==> config.mk <==
export PLATFORM = sky130hd
export DESIGN_NAME = i2s_dac_tx
export DESIGN_NICKNAME = d
export VERILOG_FILES = /design/src/rtl/i2s_pkg.sv /design/src/rtl/flipflop.sv /design/src/rtl/i2s_bclk_gen.sv /design/src/rtl/i2s_dac_tx.sv
export SDC_FILE = /design/constraint.sdc
export NUM_CORES = 1
export LEC_CHECK = 0
export ABC_AREA = 1
export BUFFER_PORTS_ARGS = -buffer_cell sky130_fd_sc_hd__buf_4
export CORE_ASPECT_RATIO = 1.5
export CORE_MARGIN = 2
export CORE_UTILIZATION = 25
export CTS_CLUSTER_DIAMETER = 150
export CTS_CLUSTER_SIZE = 16
export DETAILED_ROUTE_END_ITERATION = 16
export SYNTH_ARGS = -nofsm -noshare
export SYNTH_HDL_FRONTEND = slang
export SYNTH_SLANG_ARGS = --single-unit
==> constraint.sdc <==
create_clock -name clk -period 2.4 [get_ports clk]
set_input_delay 0.72 -clock clk [delete_from_list [all_inputs] [get_ports clk]]
set_output_delay 0.72 -clock clk [all_outputs]
set_load 0.02 [all_outputs]
==> src/rtl/i2s_pkg.sv <==
// Shared constants, types and helpers for the I2S DAC transmitter.
// The DEF_* values describe the default build; modules take their own
// parameters and derive widths with the helper functions below.
package i2s_pkg;

  localparam int DEF_CLK_DIV  = 8;
  localparam int DEF_SAMPLE_W = 16;
  localparam int DEF_SLOT_W   = 32;

  // Default-build frame geometry: two channel slots per frame.
  localparam int FRAME_BITS = 2 * DEF_SLOT_W;
  localparam int BIT_CNT_W  = $clog2(FRAME_BITS);

  typedef logic signed [DEF_SAMPLE_W-1:0] sample_t;

  // Number of BCLK periods in one stereo frame.
  function automatic int frame_bits(input int slot_w);
    return 2 * slot_w;
  endfunction

  // Counter width able to hold 0..n-1, never narrower than one bit.
  function automatic int cnt_width(input int n);
    return (n > 1) ? $clog2(n) : 1;
  endfunction

endpackage

==> src/rtl/flipflop.sv <==
// Generic enabled register with synchronous active-high reset.
module flipflop #(
  parameter int W = 1
) (
  input  logic         clk,
  input  logic         srst,
  input  logic         en,
  input  logic [W-1:0] d,
  output logic [W-1:0] q
);

  // Capture d whenever en is asserted; clear on reset.
  always_ff @(posedge clk) begin
    if (srst) begin
      q <= '0;
    end else if (en) begin
      q <= d;
    end
  end

endmodule

==> src/rtl/i2s_bclk_gen.sv <==
// Bit-clock generator: divides clk down to BCLK and flags the clk cycle in
// which BCLK goes 1->0, which is when the serial side is allowed to update.
module i2s_bclk_gen
  import i2s_pkg::*;
#(
  parameter int CLK_DIV = DEF_CLK_DIV
) (
  input  logic clk,
  input  logic srst,
  output logic bclk,
  output logic fall_tick
);

  localparam int              DIV_W    = cnt_width(CLK_DIV);
  localparam logic [DIV_W-1:0] DIV_LAST = DIV_W'(CLK_DIV - 1);

  logic [DIV_W-1:0] div_cnt_reg;
  logic             div_wrap;

  assign div_wrap = (div_cnt_reg == DIV_LAST);

  // The edge that toggles a high BCLK low is the falling edge of BCLK.
  assign fall_tick = div_wrap && bclk;

  // Half-period counter; BCLK flips each time it wraps.
  always_ff @(posedge clk) begin
    if (srst) begin
      div_cnt_reg <= '0;
      bclk        <= 1'b0;
    end else if (div_wrap) begin
      div_cnt_reg <= '0;
      bclk        <= ~bclk;
    end else begin
      div_cnt_reg <= div_cnt_reg + 1'b1;
    end
  end

endmodule

==> src/rtl/i2s_dac_tx.sv <==
// I2S transmitter feeding an external audio DAC. A mono sample from the
// effects pipeline is buffered in a one-deep pending register, promoted to
// the active register at each frame start, and sent MSB first in both the
// left and right 32-bit slots. All serial outputs move only with BCLK falls,
// so the DAC, sampling on BCLK rise, always sees settled data.
module i2s_dac_tx
  import i2s_pkg::*;
#(
  parameter int CLK_DIV  = DEF_CLK_DIV,
  parameter int SAMPLE_W = DEF_SAMPLE_W,
  parameter int SLOT_W   = DEF_SLOT_W
) (
  input  logic                clk,
  input  logic                rst,
  input  logic                valid,
  input  logic [SAMPLE_W-1:0] sample_in,
  output logic                sample_req,
  output logic                bclk,
  output logic                lrclk,
  output logic                sdata,
  output logic                underrun,
  output logic                overrun
);

  localparam int               FRAME_LEN = frame_bits(SLOT_W);
  localparam int               POS_W     = cnt_width(FRAME_LEN);
  localparam logic [POS_W-1:0] LAST_POS  = POS_W'(FRAME_LEN - 1);
  localparam logic [POS_W-1:0] SLOT_POS  = POS_W'(SLOT_W);

  logic                fall_tick;
  logic                frame_load;
  logic [POS_W-1:0]    bit_cnt_reg;
  logic [POS_W-1:0]    bit_cnt_next;
  logic [POS_W-1:0]    lr_pos;
  logic [POS_W-1:0]    slot_idx;
  logic [SAMPLE_W-1:0] pending_q;
  logic [SAMPLE_W-1:0] active_reg;
  logic [SAMPLE_W-1:0] active_next;
  logic [SAMPLE_W-1:0] bit_hit;
  logic                pend_full_reg;
  logic                sdata_next;
  logic                lrclk_next;

  i2s_bclk_gen #(
    .CLK_DIV (CLK_DIV)
  ) u_bclk_gen (
    .clk       (clk),
    .srst      (rst),
    .bclk      (bclk),
    .fall_tick (fall_tick)
  );

  // Pending slot: newest sample always wins; the active register reads the
  // old value in the same cycle, which is what makes a load coincident
  // with valid consume the previous sample.
  flipflop #(
    .W (SAMPLE_W)
  ) u_pending (
    .clk  (clk),
    .srst (rst),
    .en   (valid),
    .d    (sample_in),
    .q    (pending_q)
  );

  // A frame boundary is the fall tick that wraps the bit position to 0.
  assign frame_load   = fall_tick && (bit_cnt_reg == LAST_POS);
  assign bit_cnt_next = frame_load ? '0 : bit_cnt_reg + 1'b1;
  assign active_next  = (frame_load && pend_full_reg) ? pending_q : active_reg;

  // Word select leads the data by one BCLK, so it is taken from the
  // position after the one being driven.
  assign lr_pos     = (bit_cnt_next == LAST_POS) ? '0 : bit_cnt_next + 1'b1;
  assign lrclk_next = (lr_pos >= SLOT_POS);

  // Bit index within the current channel slot.
  assign slot_idx = (bit_cnt_next >= SLOT_POS) ? bit_cnt_next - SLOT_POS : bit_cnt_next;

  // One-hot bit select, MSB first; positions past the sample width are zero.
  for (genvar gi = 0; gi < SAMPLE_W; gi++) begin : g_bit_sel
    assign bit_hit[gi] = (slot_idx == POS_W'(gi)) && active_next[SAMPLE_W-1-gi];
  end

  assign sdata_next = |bit_hit;

  // Frame sequencing, input bookkeeping and registered serial outputs.
  always_ff @(posedge clk) begin
    if (rst) begin
      bit_cnt_reg   <= '0;
      active_reg    <= '0;
      pend_full_reg <= 1'b0;
      sample_req    <= 1'b0;
      underrun      <= 1'b0;
      overrun       <= 1'b0;
      sdata         <= 1'b0;
      lrclk         <= 1'b0;
    end else begin
      sample_req <= frame_load;
      underrun   <= frame_load && !pend_full_reg;
      overrun    <= valid && pend_full_reg && !frame_load;

      if (valid) begin
        pend_full_reg <= 1'b1;
      end else if (frame_load) begin
        pend_full_reg <= 1'b0;
      end

      if (fall_tick) begin
        bit_cnt_reg <= bit_cnt_next;
        active_reg  <= active_next;
        sdata       <= sdata_next;
        lrclk       <= lrclk_next;
      end
    end
  end

endmodule
# == After elaboration in Yosys (flattened, before gate mapping) ==
# Index checks and enable logic that the tools add are counted.
# word_totals
ramBits,0
memories,0
in_bits,19
romBits,0
latchBits,0
elab_cells,70
reg_bits,48
# classes
mux,6
bitwise_logic,1
reduce_logical,28
magnitude_cmp,2
shifts,0
n_eq_ne,18
multipliers,0
n_div,0
n_addsub,4
# ops
operator,count
$eq A6 B4 Y1 const B,8
$eq A6 B3 Y1 const B,4
$logic_and A1 B1 Y1,22
$mux W6,3
$mux W16,1
$reduce_or A16 Y1,1
$add A6 B1 Y6 const B,2
$eq A6 B2 Y1 const B,2
$eq A6 B6 Y1 const B,2
$ge A6 B6 Y1 const B,2
$eq A6 B1 Y1 const B,1
$logic_not A6 Y1,1
$sub A6 B6 Y6 const B,1
$add A3 B1 Y3 const B,1
$eq A3 B3 Y1 const B,1
$logic_not A1 Y1,2
$mux W1,2
$reduce_bool A2 Y1,1
$reduce_or A2 Y1,1
$not A1 Y1,1

# == Logic depth before layout (Yosys ltp) ==
# depth
ltp_word,9
mapped_depth,15
ltp_nobuf,15

# == Hierarchy ==
# A second synthesis with hierarchy kept.
# hier_totals
hier_cells,353
hier_area_um2,2366.0
# modules_own_cells
module,area_each_um2,cells_per_inst,instances
i2s_dac_tx,1536.5,233,1
flipflop,670.6,101,1
i2s_bclk_gen,158.9,19,1

# == Least setup slack after synthesis ==
# OpenSTA, ideal clock, no wires.
# synth_path
path_kind,register to register
from,reg u_bclk_gen.div_cnt_reg[0]
to,reg sdata
setup_time_ns,0.109
t_required_ns,2.291
arrival_ns,1.680
synth_period_minus_slack_ns,1.790
setup_slack_ns,0.610
stages_incl_launch_ff,15
path_cell_list,dfxtp_1 > ha_1 > ha_1 > nand2_4 > nor2_4 > buf_2 > nand4_1 > nand3_1 > nand2_1 > nor2_1 > nor2_1 > nor2_1 > nand3_1 > nand2_1 > inv_1
# synth_via
elab_chain_cells,9
elab_cells_between_ends,42
classes_between,add/sub (1); order compare (1); eq/ne (16); mux (3); reduce/logical (21)
# synth_lines
item,line_no,source
"start, declared",i2s_bclk_gen.sv:17,logic [DIV_W-1:0] div_cnt_reg;
"start signal, assigned",i2s_bclk_gen.sv:34,div_cnt_reg <= div_cnt_reg + 1'b1;
$eq A3 B3 Y1 *,i2s_bclk_gen.sv:20,assign div_wrap = (div_cnt_reg == DIV_LAST);
$logic_and A1 B1 Y1 *,i2s_bclk_gen.sv:23,assign fall_tick = div_wrap && bclk;
$logic_and A1 B1 Y1,i2s_dac_tx.sv:67,assign frame_load = fall_tick && (bit_cnt_reg == LAST_POS);
$mux W6,i2s_dac_tx.sv:68,assign bit_cnt_next = frame_load ? '0 : bit_cnt_reg + 1'b1;
$sub A6 B6 Y6 / $ge A6 B6 Y1 (equally long branches),i2s_dac_tx.sv:77,assign slot_idx = (bit_cnt_next >= SLOT_POS) ? bit_cnt_next - SLOT_POS : bit_cnt_next;
$mux W6,i2s_dac_tx.sv:77,
"$eq A6 B1 Y1, or another cell as far along",i2s_dac_tx.sv:81,assign bit_hit[gi] = (slot_idx == POS_W'(gi)) && active_next[SAMPLE_W-1-gi];
$logic_and A1 B1 Y1,i2s_dac_tx.sv:81,
$reduce_or A16 Y1,i2s_dac_tx.sv:84,assign sdata_next = |bit_hit;
"end signal, assigned",i2s_dac_tx.sv:111,sdata <= sdata_next;
"end, declared",i2s_dac_tx.sv:20,"output logic sdata,"
# Mark *: on every way between the ends. The rest lies on a longest branch, timed or not.
# A chain may end at the register's enable or synchronous reset.

# == Worst setup path in the final report ==
# Ends and elaborated chain as after synthesis.

==> results.sh <==
export IMPL_cts_hold_buf=0
export IMPL_p_leak_nw=1.201
export IMPL_end_kind="flip-flop"
export IMPL_synthDistinctLibCells=30
export IMPL_timing_fmax_mhz=487.9
export IMPL_post_route_cell_area_um2=2663
export IMPL_rsz0062_at_grt="no"
export IMPL_start_util_pct=25.47
export IMPL_fin_nets=348
export IMPL_path_class="reg2reg"
export IMPL_cp_arrival_ns=2.24
export IMPL_grt_max_degree=24
export IMPL_antenna_left=0
export IMPL_drive_gt1_share_pct=16.10
export IMPL_routedWlPerCell_um=11.83
export IMPL_synthCells=298
export IMPL_coreArea_um2=8723
export IMPL_fin_setup_tns_ns=0
export IMPL_drt_wl_total_mm=5.124
export IMPL_tightest_slew_ns=0.4840
export IMPL_ir_drop_mv=0.2762
export IMPL_synth_seq_cells=48
export IMPL_vias=1895
export IMPL_yosysSeqAreaShare_pct=43.24
export IMPL_clk_pin_slew_worst_paths_ns=0.06
export IMPL_setup_viol=0
export IMPL_port_buffers=24
export IMPL_rows=42
export IMPL_yosys_warnings=0
export IMPL_overflow=0
export IMPL_cap_viol_max_count=0
export IMPL_first_pass_iters=4
export IMPL_grt_use_total_pct=11.59
export IMPL_synthSimpleGateAreaFrac_pct=29.00
export IMPL_startpoint_type="flip-flop"
export IMPL_ios=25
export IMPL_synth_compound_area_share_pct=11.15
export IMPL_hp_class="reg2reg"
export IMPL_synth_xor_area_share_pct=1.633
export IMPL_mostFrequentLayoutCell="nand2_1"
export IMPL_fill_cells=976
export IMPL_antenna_cells=0
export IMPL_maxSlewHeadroom_pct=67.69
export IMPL_htree_levels=2
export IMPL_fin_worst_skew_ns=0.007239
export IMPL_hpwl_mm=3.926
export IMPL_dpl_cell_area_um2=2509
export IMPL_clockBufferDepth=2
export IMPL_vias_per_cell=4.376
export IMPL_grt_pass1_wl_mm=8.549
export IMPL_muxShareOfSynthArea_pct=0
export IMPL_chipWidth_um=80.98
export IMPL_area_growth_syn_to_layout_pct=19.82
export IMPL_synth_top_family_by_area="simple AND/OR/NAND/NOR gates"
export IMPL_required_ns=2.59
export IMPL_drc=0
export IMPL_path_max_fanout=11
export IMPL_drv_slew=0
export IMPL_clockRootBuffer="clkbuf_16"
export IMPL_gp_congestion=0.8218
export IMPL_synthAdderAreaFrac_pct=3.941
export IMPL_syn_area_per_cell_um2=7.457
export IMPL_clock_latency_ns=0.29
export IMPL_drt_initial_drc_count=112
export IMPL_finalCriticalPeriod_ns=2.050
export IMPL_cts_sink_count=48
export IMPL_cts_tree="built"
export IMPL_cts_buffers=5
export IMPL_die_height_um=119.5
export IMPL_postCtsSetupBuffers=0
export IMPL_power_density_nw_per_um2=616.5
export IMPL_antenna_found_initial=0
export IMPL_grt_pass1_vias=1875
export IMPL_cts_resized=0
export IMPL_final_cell_mix="51 x nand2_1, 48 x dfxtp_1, 46 x inv_1"
export IMPL_status="complete, no violations"
export IMPL_fin_crit_sh_pct=85.40
export IMPL_synth_nets=324
export IMPL_final_hold_viol_count=0
export IMPL_dieArea_um2=9674
export IMPL_mappedNetlistArea_um2=2222
==> where the power goes <==
group / internal (W) / switching (W) / leakage, nW
clock network: 0.000415 / 0.000306 / 0.0691
logic: 0.0000375 / 0.0000483 / 0.740
registers: 0.000822 / 0.0000132 / 0.392
==> cell families (layout without fill, tap and decap cells) <==
family,Yosys count,in the layout
AND/OR/NAND/NOR,136,136
buffers and inverters,59,84
XOR/XNOR,2,2
AO/OA/AOI/OAI,46,46
flip-flops,48,48
adder cells (fa/ha/maj),7,7
==> critical path: stages, from the launching register on <==
cell	delay, ns
dfxtp_1	0.31
ha_1	0.19
ha_1	0.22
nand2_4	0.13
nor2_4	0.05
buf_4	0.17
nand2_4	0.10
nand3_1	0.18
nand2_1	0.13
nor2_2	0.05
a21boi_2	0.14
nor2_1	0.10
nand3_1	0.07
nand2_1	0.06
inv_1	0.04
==> layer usage <==
layer	vias to the layer above	global-route usage [%]	share of wire, %
met5	-	0	0
met4	0	4.767	2.5
met3	9	2.273	2.7
met2	24	22.06	55
met1	861	11.80	40
li1	1001	-	-
==> final timing paths <==
check                                                from                   endpoint  slack [ns]  cells past startpoint
worst max-delay path            u_bclk_gen.div_cnt_reg[0]                      sdata        0.35                     14
worst min-delay path            u_bclk_gen.div_cnt_reg[0]  u_bclk_gen.div_cnt_reg[0]        0.42                      1
worst max register to register  u_bclk_gen.div_cnt_reg[0]                      sdata        0.35                     14
worst min register to register  u_bclk_gen.div_cnt_reg[0]  u_bclk_gen.div_cnt_reg[0]        0.42                      1
==> metrics by stage <==
| step | std cells | setup WS [ns] | util [%] | power (W) | hold slack [ns] |
|---|---|---|---|---|---|
| 3_5_place_dp | 425 | 0.3672 | 28.76 | 0.0009403 | 0.4136 |
| 6_report | 433 | 0.3503 | 30.52 | 0.001641 | 0.4206 |
| 5_1_grt | 433 | 0.1542 | 30.52 | 0.001704 | 0.4506 |
| 3_3_place_gp | 425 | 0.3753 | 28.76 | 0.0009372 | 0.4035 |
| 2_1_floorplan | 298 | 0.6104 | - | 0.0008982 | 0.3969 |
| 4_1_cts | 433 | 0.3561 | 30.52 | 0.001659 | 0.4230 |
==> layout make-up <==
type	count	area [µm²]	share of cell area (%)
clock buffers	6	138.9	5.216
clock inverters	2	15.01	0.5639
inverters	47	176.4	6.626
multi-input cells	191	1016	38.16
flip-flops and latches	48	960.9	36.09
well taps	110	137.6	5.169
repair buffers	29	217.7	8.177
==> synth_stat cells, drive strengths merged <==
| cell type | instances | area (µm²) |
|---|---|---|
| or3 | 1 | 6.260 |
| a21boi | 1 | 11.26 |
| inv | 47 | 176.4 |
| o21ai | 24 | 123.9 |
| nand2 | 55 | 226.5 |
| dfxtp | 48 | 960.9 |
| buf | 4 | 38.78 |
| xor2 | 2 | 36.29 |
| ha | 7 | 87.58 |
| nor3 | 3 | 20.02 |
| or2 | 2 | 12.51 |
| nor2 | 36 | 161.4 |
| a21oi | 16 | 80.08 |
| o22ai | 4 | 25.02 |
| clkbuf | 8 | 30.03 |
| nand3 | 25 | 130.1 |
| nand4 | 14 | 87.58 |
| o211ai | 1 | 7.510 |
Note: power is estimated with default switching activity, not from simulation.
